===== config.mk =====
export PLATFORM = sky130hd
export DESIGN_NAME = execute_flat
export DESIGN_NICKNAME = d
export VERILOG_FILES = /design/src/rtl/execute_pkg.sv /design/src/rtl/execute_if.sv /design/src/rtl/execute_addr_gen.sv /design/src/rtl/execute.sv /design/src/flat_wrapper.sv
export SDC_FILE = /design/constraint.sdc
export NUM_CORES = 1
export LEC_CHECK = 0
export ABC_AREA = 1
export BUFFER_PORTS_ARGS = -buffer_cell sky130_fd_sc_hd__buf_2
export CAP_MARGIN = 20
export CORE_ASPECT_RATIO = 1.1
export CORE_MARGIN = 1.5
export CORE_UTILIZATION = 46
export DETAILED_ROUTE_END_ITERATION = 8
export PLACE_DENSITY = 0.75
export RECOVER_POWER = 50
export SYNTH_ARGS = -nofsm -noshare
export SYNTH_HDL_FRONTEND = slang
export SYNTH_SLANG_ARGS = --single-unit

===== constraint.sdc =====
create_clock -name clock -period 2.1 [get_ports clock]
set_input_delay 0.105 -clock clock [delete_from_list [all_inputs] [get_ports clock]]
set_output_delay 0.105 -clock clock [all_outputs]
set_load 0.01 [all_outputs]

===== src/rtl/execute_pkg.sv =====
// Shared LC-3 Execute-stage definitions: opcodes, ALU/address-select encodings
// and the Decode-to-Execute control bundle layout.
package execute_pkg;

   localparam logic [3:0] OP_BR  = 4'b0000;
   localparam logic [3:0] OP_ADD = 4'b0001;
   localparam logic [3:0] OP_LD  = 4'b0010;
   localparam logic [3:0] OP_ST  = 4'b0011;
   localparam logic [3:0] OP_AND = 4'b0101;
   localparam logic [3:0] OP_LDR = 4'b0110;
   localparam logic [3:0] OP_STR = 4'b0111;
   localparam logic [3:0] OP_NOT = 4'b1001;
   localparam logic [3:0] OP_LDI = 4'b1010;
   localparam logic [3:0] OP_STI = 4'b1011;
   localparam logic [3:0] OP_JMP = 4'b1100;
   localparam logic [3:0] OP_LEA = 4'b1110;

   typedef enum logic [1:0] {
      ALU_ADD  = 2'b00,
      ALU_AND  = 2'b01,
      ALU_NOT  = 2'b10,
      ALU_RSVD = 2'b11
   } alu_control_t;

   localparam logic [1:0] PCSEL1_OFF11 = 2'b00;
   localparam logic [1:0] PCSEL1_OFF9  = 2'b01;
   localparam logic [1:0] PCSEL1_OFF6  = 2'b10;
   localparam logic [1:0] PCSEL1_ZERO  = 2'b11;

   typedef struct packed {
      alu_control_t alu_control;
      logic [1:0]   pcselect1;
      logic         pcselect2;
      logic         op2select;
   } e_control_t;

endpackage


===== src/rtl/execute_if.sv =====
// Decode/bypass bundle into Execute and the registered results it hands on.
interface execute_if;
   logic        enable_execute;
   logic [15:0] IR;
   logic [5:0]  E_Control;
   logic [15:0] npc_in;
   logic        Mem_Control_in;
   logic [1:0]  W_Control_in;
   logic [15:0] VSR1;
   logic [15:0] VSR2;
   logic        bypass_alu_1;
   logic        bypass_alu_2;
   logic        bypass_mem_1;
   logic        bypass_mem_2;
   logic [15:0] Mem_Bypass_Val;
   logic [2:0]  sr1;
   logic [2:0]  sr2;
   logic [15:0] aluout;
   logic [15:0] pcout;
   logic [15:0] M_Data;
   logic [2:0]  dr;
   logic [2:0]  NZP;
   logic [15:0] IR_Exec;
   logic [1:0]  W_Control_out;
   logic        Mem_Control_out;

   modport master (
      output enable_execute, IR, E_Control, npc_in, Mem_Control_in, W_Control_in,
             VSR1, VSR2, bypass_alu_1, bypass_alu_2, bypass_mem_1, bypass_mem_2,
             Mem_Bypass_Val,
      input  sr1, sr2, aluout, pcout, M_Data, dr, NZP, IR_Exec, W_Control_out,
             Mem_Control_out
   );

   modport slave (
      input  enable_execute, IR, E_Control, npc_in, Mem_Control_in, W_Control_in,
             VSR1, VSR2, bypass_alu_1, bypass_alu_2, bypass_mem_1, bypass_mem_2,
             Mem_Bypass_Val,
      output sr1, sr2, aluout, pcout, M_Data, dr, NZP, IR_Exec, W_Control_out,
             Mem_Control_out
   );
endinterface


===== src/rtl/execute_addr_gen.sv =====
// Address adder: selects PC-relative or register base and adds a
// sign-extended IR offset, wrapping modulo 2^16.
module execute_addr_gen
   import execute_pkg::*;
(
   input  logic [10:0] ir_off,
   input  logic [15:0] npc,
   input  logic [15:0] op1,
   input  logic [1:0]  pcselect1,
   input  logic        pcselect2,
   output logic [15:0] addr
);
   logic [15:0] base;
   logic [15:0] offset;

   always_comb begin
      base = pcselect2 ? npc : op1;
      case (pcselect1)
         PCSEL1_OFF11: offset = {{5{ir_off[10]}}, ir_off[10:0]};
         PCSEL1_OFF9:  offset = {{7{ir_off[8]}},  ir_off[8:0]};
         PCSEL1_OFF6:  offset = {{10{ir_off[5]}}, ir_off[5:0]};
         PCSEL1_ZERO:  offset = '0;
         default:      offset = '0;
      endcase
      addr = base + offset;
   end
endmodule


===== src/rtl/execute.sv =====
// LC-3 Execute stage: operand bypass, ALU, address generation and the
// registered hand-off to Memory/Writeback.
module execute
   import execute_pkg::*;
(
   input logic      clock,
   input logic      reset,
   execute_if.slave bus
);
   e_control_t  ectl;
   logic [3:0]  opcode;
   logic        is_store;
   logic        is_alu_op;
   logic        writes_dr;
   logic [15:0] op1;
   logic [15:0] op2;
   logic [15:0] alu_b;
   logic [15:0] alu_res;
   logic [15:0] addr;

   assign ectl      = e_control_t'(bus.E_Control);
   assign opcode    = bus.IR[15:12];
   assign is_store  = opcode inside {OP_ST, OP_STR, OP_STI};
   assign is_alu_op = opcode inside {OP_ADD, OP_AND, OP_NOT};
   assign writes_dr = opcode inside {OP_ADD, OP_AND, OP_NOT, OP_LD, OP_LDR, OP_LDI, OP_LEA};

   assign bus.sr1 = bus.IR[8:6];
   assign bus.sr2 = is_store ? bus.IR[11:9] : bus.IR[2:0];

   // ALU bypass outranks memory bypass: the aluout register is the younger result
   always_comb begin
      if (bus.bypass_alu_1)      op1 = bus.aluout;
      else if (bus.bypass_mem_1) op1 = bus.Mem_Bypass_Val;
      else                       op1 = bus.VSR1;
      if (bus.bypass_alu_2)      op2 = bus.aluout;
      else if (bus.bypass_mem_2) op2 = bus.Mem_Bypass_Val;
      else                       op2 = bus.VSR2;
   end

   always_comb begin
      alu_b = ectl.op2select ? op2 : {{11{bus.IR[4]}}, bus.IR[4:0]};
      case (ectl.alu_control)
         ALU_ADD:  alu_res = op1 + alu_b;
         ALU_AND:  alu_res = op1 & alu_b;
         ALU_NOT:  alu_res = ~op1;
         ALU_RSVD: alu_res = '0;
         default:  alu_res = '0;
      endcase
   end

   execute_addr_gen u_addr_gen (
      .ir_off    (bus.IR[10:0]),
      .npc       (bus.npc_in),
      .op1       (op1),
      .pcselect1 (ectl.pcselect1),
      .pcselect2 (ectl.pcselect2),
      .addr      (addr)
   );

   always_ff @(posedge clock) begin
      if (!reset) begin
         bus.aluout          <= '0;
         bus.pcout           <= '0;
         bus.M_Data          <= '0;
         bus.dr              <= '0;
         bus.NZP             <= '0;
         bus.IR_Exec         <= '0;
         bus.W_Control_out   <= '0;
         bus.Mem_Control_out <= '0;
      end else if (bus.enable_execute) begin
         bus.aluout          <= is_alu_op ? alu_res : addr;
         bus.pcout           <= addr;
         bus.M_Data          <= is_store ? op2 : '0;
         bus.dr              <= writes_dr ? bus.IR[11:9] : '0;
         bus.NZP             <= (opcode == OP_BR)  ? bus.IR[11:9] :
                                (opcode == OP_JMP) ? 3'b111 : 3'b000;
         bus.IR_Exec         <= bus.IR;
         bus.W_Control_out   <= bus.W_Control_in;
         bus.Mem_Control_out <= bus.Mem_Control_in;
      end
   end
endmodule

===== src/flat_wrapper.sv =====
// flat-port wrapper written by rule: the top's interface ports become plain ports
module execute_flat import execute_pkg::*;
  (clock, reset, bus_enable_execute, bus_IR, bus_E_Control, bus_npc_in, bus_Mem_Control_in, bus_W_Control_in, bus_VSR1, bus_VSR2, bus_bypass_alu_1, bus_bypass_alu_2, bus_bypass_mem_1, bus_bypass_mem_2, bus_Mem_Bypass_Val, bus_sr1, bus_sr2, bus_aluout, bus_pcout, bus_M_Data, bus_dr, bus_NZP, bus_IR_Exec, bus_W_Control_out, bus_Mem_Control_out);
  execute_if bus_i ();
  input logic clock;
  input logic reset;
  input wire logic [$bits(bus_i.enable_execute)-1:0] bus_enable_execute;
  input wire logic [$bits(bus_i.IR)-1:0] bus_IR;
  input wire logic [$bits(bus_i.E_Control)-1:0] bus_E_Control;
  input wire logic [$bits(bus_i.npc_in)-1:0] bus_npc_in;
  input wire logic [$bits(bus_i.Mem_Control_in)-1:0] bus_Mem_Control_in;
  input wire logic [$bits(bus_i.W_Control_in)-1:0] bus_W_Control_in;
  input wire logic [$bits(bus_i.VSR1)-1:0] bus_VSR1;
  input wire logic [$bits(bus_i.VSR2)-1:0] bus_VSR2;
  input wire logic [$bits(bus_i.bypass_alu_1)-1:0] bus_bypass_alu_1;
  input wire logic [$bits(bus_i.bypass_alu_2)-1:0] bus_bypass_alu_2;
  input wire logic [$bits(bus_i.bypass_mem_1)-1:0] bus_bypass_mem_1;
  input wire logic [$bits(bus_i.bypass_mem_2)-1:0] bus_bypass_mem_2;
  input wire logic [$bits(bus_i.Mem_Bypass_Val)-1:0] bus_Mem_Bypass_Val;
  output wire logic [$bits(bus_i.sr1)-1:0] bus_sr1;
  output wire logic [$bits(bus_i.sr2)-1:0] bus_sr2;
  output wire logic [$bits(bus_i.aluout)-1:0] bus_aluout;
  output wire logic [$bits(bus_i.pcout)-1:0] bus_pcout;
  output wire logic [$bits(bus_i.M_Data)-1:0] bus_M_Data;
  output wire logic [$bits(bus_i.dr)-1:0] bus_dr;
  output wire logic [$bits(bus_i.NZP)-1:0] bus_NZP;
  output wire logic [$bits(bus_i.IR_Exec)-1:0] bus_IR_Exec;
  output wire logic [$bits(bus_i.W_Control_out)-1:0] bus_W_Control_out;
  output wire logic [$bits(bus_i.Mem_Control_out)-1:0] bus_Mem_Control_out;
  assign bus_i.enable_execute = bus_enable_execute;
  assign bus_i.IR = bus_IR;
  assign bus_i.E_Control = bus_E_Control;
  assign bus_i.npc_in = bus_npc_in;
  assign bus_i.Mem_Control_in = bus_Mem_Control_in;
  assign bus_i.W_Control_in = bus_W_Control_in;
  assign bus_i.VSR1 = bus_VSR1;
  assign bus_i.VSR2 = bus_VSR2;
  assign bus_i.bypass_alu_1 = bus_bypass_alu_1;
  assign bus_i.bypass_alu_2 = bus_bypass_alu_2;
  assign bus_i.bypass_mem_1 = bus_bypass_mem_1;
  assign bus_i.bypass_mem_2 = bus_bypass_mem_2;
  assign bus_i.Mem_Bypass_Val = bus_Mem_Bypass_Val;
  assign bus_sr1 = bus_i.sr1;
  assign bus_sr2 = bus_i.sr2;
  assign bus_aluout = bus_i.aluout;
  assign bus_pcout = bus_i.pcout;
  assign bus_M_Data = bus_i.M_Data;
  assign bus_dr = bus_i.dr;
  assign bus_NZP = bus_i.NZP;
  assign bus_IR_Exec = bus_i.IR_Exec;
  assign bus_W_Control_out = bus_i.W_Control_out;
  assign bus_Mem_Control_out = bus_i.Mem_Control_out;
  execute u_core (.clock(clock), .reset(reset), .bus(bus_i));
endmodule

==> flow_summary_export.csv <==
group,metric,value,unit
final_layout,finalCoreUtilization,0.7082,
logic_synthesis,synth_cells,1033,
worst_setup_path,slowest_delay,350,ps
grt,grt_pass1_wl,37.80,mm
logic_synthesis,yosysSeqAreaShare,0.2330,
place,pre_cts_ws,-337.5,ps
final_layout,fillers,1118,
logic_synthesis,synth_nets,1162,
clocking,clockRootBuffer,"clkbuf_16",
grt,grt_max_degree,44,
power,netSwitchingPower,2398,uW
die,rows,44,
power,pwr-share-clk,0.261,
sta,rsz0062_at_grt,"true",
worst_setup_path,worstSetupPathType,"reg -> reg",
place,gp_congestion,1.011,
routing,vias_per_cell,5.431,
power,cellLeakagePower,0.004740,uW
clocking,cts_tree,"built",
routing,firstDrtPassIters,6,
sta,finalHoldViolations,0,
routing,dr.first_iter.drc_count,765,
worst_setup_path,slowest_stage,"a22oi_2",
grt,antenna_found_initial,0,
run,max_cap_violations,0,
logic_synthesis,yosysWarnings,0,
die,die_h,125.5,um
logic_synthesis,syn_avg_cell_area,6.072,sq um
clocking,cts_made_buffers,9,
routing,detail-route-antenna-nets,0,
power,ir_worst_vdd,0.5585,mV
clocking,clkTransAtPathRegs,70,ps
worst_hold_path,hold_path.class,"in -> reg",
worst_setup_path,path_cells,"inv_2, a22oi_2, nand2_1, nand2_2, ha_4, buf_4, nand2_1, inv_1, nand2_4, nand2_4, nand2_2, nand2_1, nand2_2, nand3_1, nand3_1, a21oi_1",
sta,fin_crit_sh,1.081,
sta,fin_skew,9.416,ps
run_status,status,"finished, violations left",
sta,fin_ws,-169.7,ps
die,pin_count,175,
worst_setup_path,crit_family,"simple AND/OR/NAND/NOR gates",
power,combPwrFrac,0.476,
power,seqPwrFrac,0.263,
routing,routedWlPerCell,16.60,um
final_layout,syn_to_final_growth,49.81,%
power,p_sw_frac,0.4009,
sta,setup_viol,21,
worst_setup_path,path_buf_inv,3,
run_status,violations,"negative setup slack",
sta,fin_crit,2270,ps
grt,grt_pass1_vias,7643,
sta,max_freq,440.6,MHz
routing,wl,25.10,mm
worst_setup_path,reg2regPathDepth,16,
clocking,clock_sinks,73,
sta,tightestPinTransition,1314,ps
logic_synthesis,synth-edff-count,0,
logic_synthesis,synth_cell_types,42,
die,die_area,0.01435,sq mm
logic_synthesis,ys.flop_type,"dfxtp_1",
die,fp.dieW,114.3,um
place,dp.final_hpwl,18.70,mm
worst_setup_path,startpoint_type,"flip-flop",
logic_synthesis,synth_area,0.006272,sq mm
clocking,clkLatencyLatePin,350,ps
final_layout,n_antenna_cell,0,
place,place.port_buffers,174,
worst_hold_path,hold_path_depth,3,
worst_hold_path,hold-path-endpoint,"u_core.bus.IR_Exec[6]$_SDFFE_PN0P_",
worst_setup_path,end_kind,"flip-flop",
grt,overflow,0,
clocking,cts-htree-levels,3,
final_layout,num-nets-final,1452,
sta,max_slew_margin,0.1239,
power,powerDensity,636.6,mW/mm^2
power,p_int,3583,uW
logic_synthesis,ys_seq_elements,73,
clocking,cts_buffer_depth,2,
worst_setup_path,required,2330,ps
worst_setup_path,r2r-start,"u_core.bus.aluout[5]$_SDFFE_PN0P_",
sta,hold_slack,12.04,ps
worst_hold_path,hp-start,"bus_IR[6]",
grt,grtUsageTotal,0.3336,
place,place_inst,1469,
sta,slew_viol_final,0,
die,core-area,0.01327,sq mm
power,p_total,5982,uW
worst_setup_path,cp_max_fo,3,
final_layout,drive_gt1_frac,0.3953,
worst_setup_path,reg2reg_slack,-170,ps
die,start_util,0.4727,
worst_setup_path,arrival,2500,ps
logic_synthesis,async_flop_share,0,
routing,via_count,8212,
final_layout,final_cells,1512,
routing,drc,0,
worst_setup_path,rr_endpoint,"u_core.bus.aluout[14]$_SDFFE_PN0P_",
## power by group through the flow
stage | combinational, uW | sequential, uW | clock, uW
floorplan | 1280 | 1620 | 0
detailed placement | 2310 | 1590 | 0
global route | 3080 | 1580 | 1630
finish | 2850 | 1570 | 1560
CTS | 2460 | 1560 | 1560
global placement | 2300 | 1580 | 0
## repair_timing
action | in CTS | in global routing
hold buffers | 3 | 0
endpoints found under the setup margin | 25 | 28
setup buffers | 8 | 17
pin swaps | 17 | 72
resized for setup | 55 | 136
hold endpoints to repair | 3 | 0
## cell type report
class | instances | area (sq um) | share of cell area
clock buffer | 9 | 225.2 | 0.02397
inverter | 134 | 511.7 | 0.05446
multi-input combinational | 780 | 4832 | 0.5142
timing repair buffer | 325 | 2037 | 0.2168
tap | 184 | 230.2 | 0.02450
sequential | 73 | 1489 | 0.1585
clock inverter | 7 | 71.32 | 0.007590
## worst max-delay path by stage
stage                                 startpoint                            endpoint  slack (ps)  cells past startpoint
4_1_cts        u_core.bus.aluout[0]$_SDFFE_PN0P_  u_core.bus.aluout[10]$_SDFFE_PN0P_        -150                     18
3_3_place_gp                    bus_bypass_mem_1   u_core.bus.pcout[14]$_SDFFE_PN0P_        -300                     20
6_report       u_core.bus.aluout[5]$_SDFFE_PN0P_  u_core.bus.aluout[14]$_SDFFE_PN0P_        -170                     16
3_5_place_dp                    bus_bypass_mem_1  u_core.bus.aluout[15]$_SDFFE_PN0P_        -340                     17
2_1_floorplan                   bus_bypass_mem_1   u_core.bus.aluout[4]$_SDFFE_PN0P_         -10                     15
5_1_grt        u_core.bus.aluout[5]$_SDFFE_PN0P_   u_core.bus.pcout[12]$_SDFFE_PN0P_        -270                     13
## cell usage after synthesis, drive strengths merged (2+ instances only)
| cell type | count | share of area |
|---|---|---|
| nand2 | 336 | 0.21 |
| inv | 134 | 0.081 |
| a21oi | 106 | 0.089 |
| nand3 | 97 | 0.090 |
| nor2 | 77 | 0.050 |
| dfxtp | 73 | 0.23 |
| o21ai | 60 | 0.052 |
| ha | 31 | 0.062 |
| buf | 29 | 0.030 |
| a22oi | 19 | 0.028 |
| o211ai | 18 | 0.023 |
| clkbuf | 17 | 0.010 |
| or2 | 9 | 0.0090 |
| o21a | 5 | 0.0060 |
| nand4 | 4 | 0.0040 |
| nand3b | 3 | 0.0036 |
| nor3 | 3 | 0.0024 |
| and3 | 2 | 0.0020 |
| fa | 2 | 0.0064 |
## tightest hold or removal path, cell delays in order
cell	delay [ps]
buf_2	90
nor2_1	40
nor2_1	80
## sequential cells by signal, summed over array words and instances, names as in the netlist
signal,flops
u_core.bus.Mem_Control_out,1
u_core.bus.IR_Exec,16
u_core.bus.pcout,16
u_core.bus.W_Control_out,2
u_core.bus.dr,3
u_core.bus.NZP,3
u_core.bus.aluout,16
u_core.bus.M_Data,16
## routing by layer
metal | vias to the layer above | track usage | share of wire
li1 | 3939 | - | -
met1 | 3792 | 0.4180 | 0.41
met2 | 410 | 0.5659 | 0.47
met3 | 71 | 0.04460 | 0.076
met4 | 0 | 0.1529 | 0.043
met5 | - | 0 | 0
## cells by family (layout without fill, tap and decap cells)
kind of cell | count (synthesis) | after routing | share of synthesized area
AO/OA/AOI/OAI | 213 | 213 | 0.2049
XOR/XNOR | 2 | 2 | 0.002793
adder cells (fa/ha/maj) | 33 | 33 | 0.06822
buffers and inverters | 180 | 475 | 0.1215
flip-flops | 73 | 73 | 0.2330
AND/OR/NAND/NOR | 532 | 532 | 0.3696
## stage by stage
stage                     area [sq um]  TNS [ps]
after floorplan                   6292    -9.894
after detailed placement          8142     -5618
after CTS                         8778     -1799
after global routing              9397     -4681
final                             9397     -2296
after global placement            8142     -4571
## layout by cell type, fill, tap and decap left out, types with 31 or more instances in the layout
cell type  Yosys  layout
a21oi_1       98      79
buf_2         11     134
buf_4          6     138
clkbuf_1      17      42
dfxtp_1       73      61
inv_1        116     107
nand2_1      323     284
nand2_2       11      42
nand3_1       81      60
nand3_2       16      31
nor2_1        74      65
o21ai_0       46      35
Power figures use the tool's default switching activity.
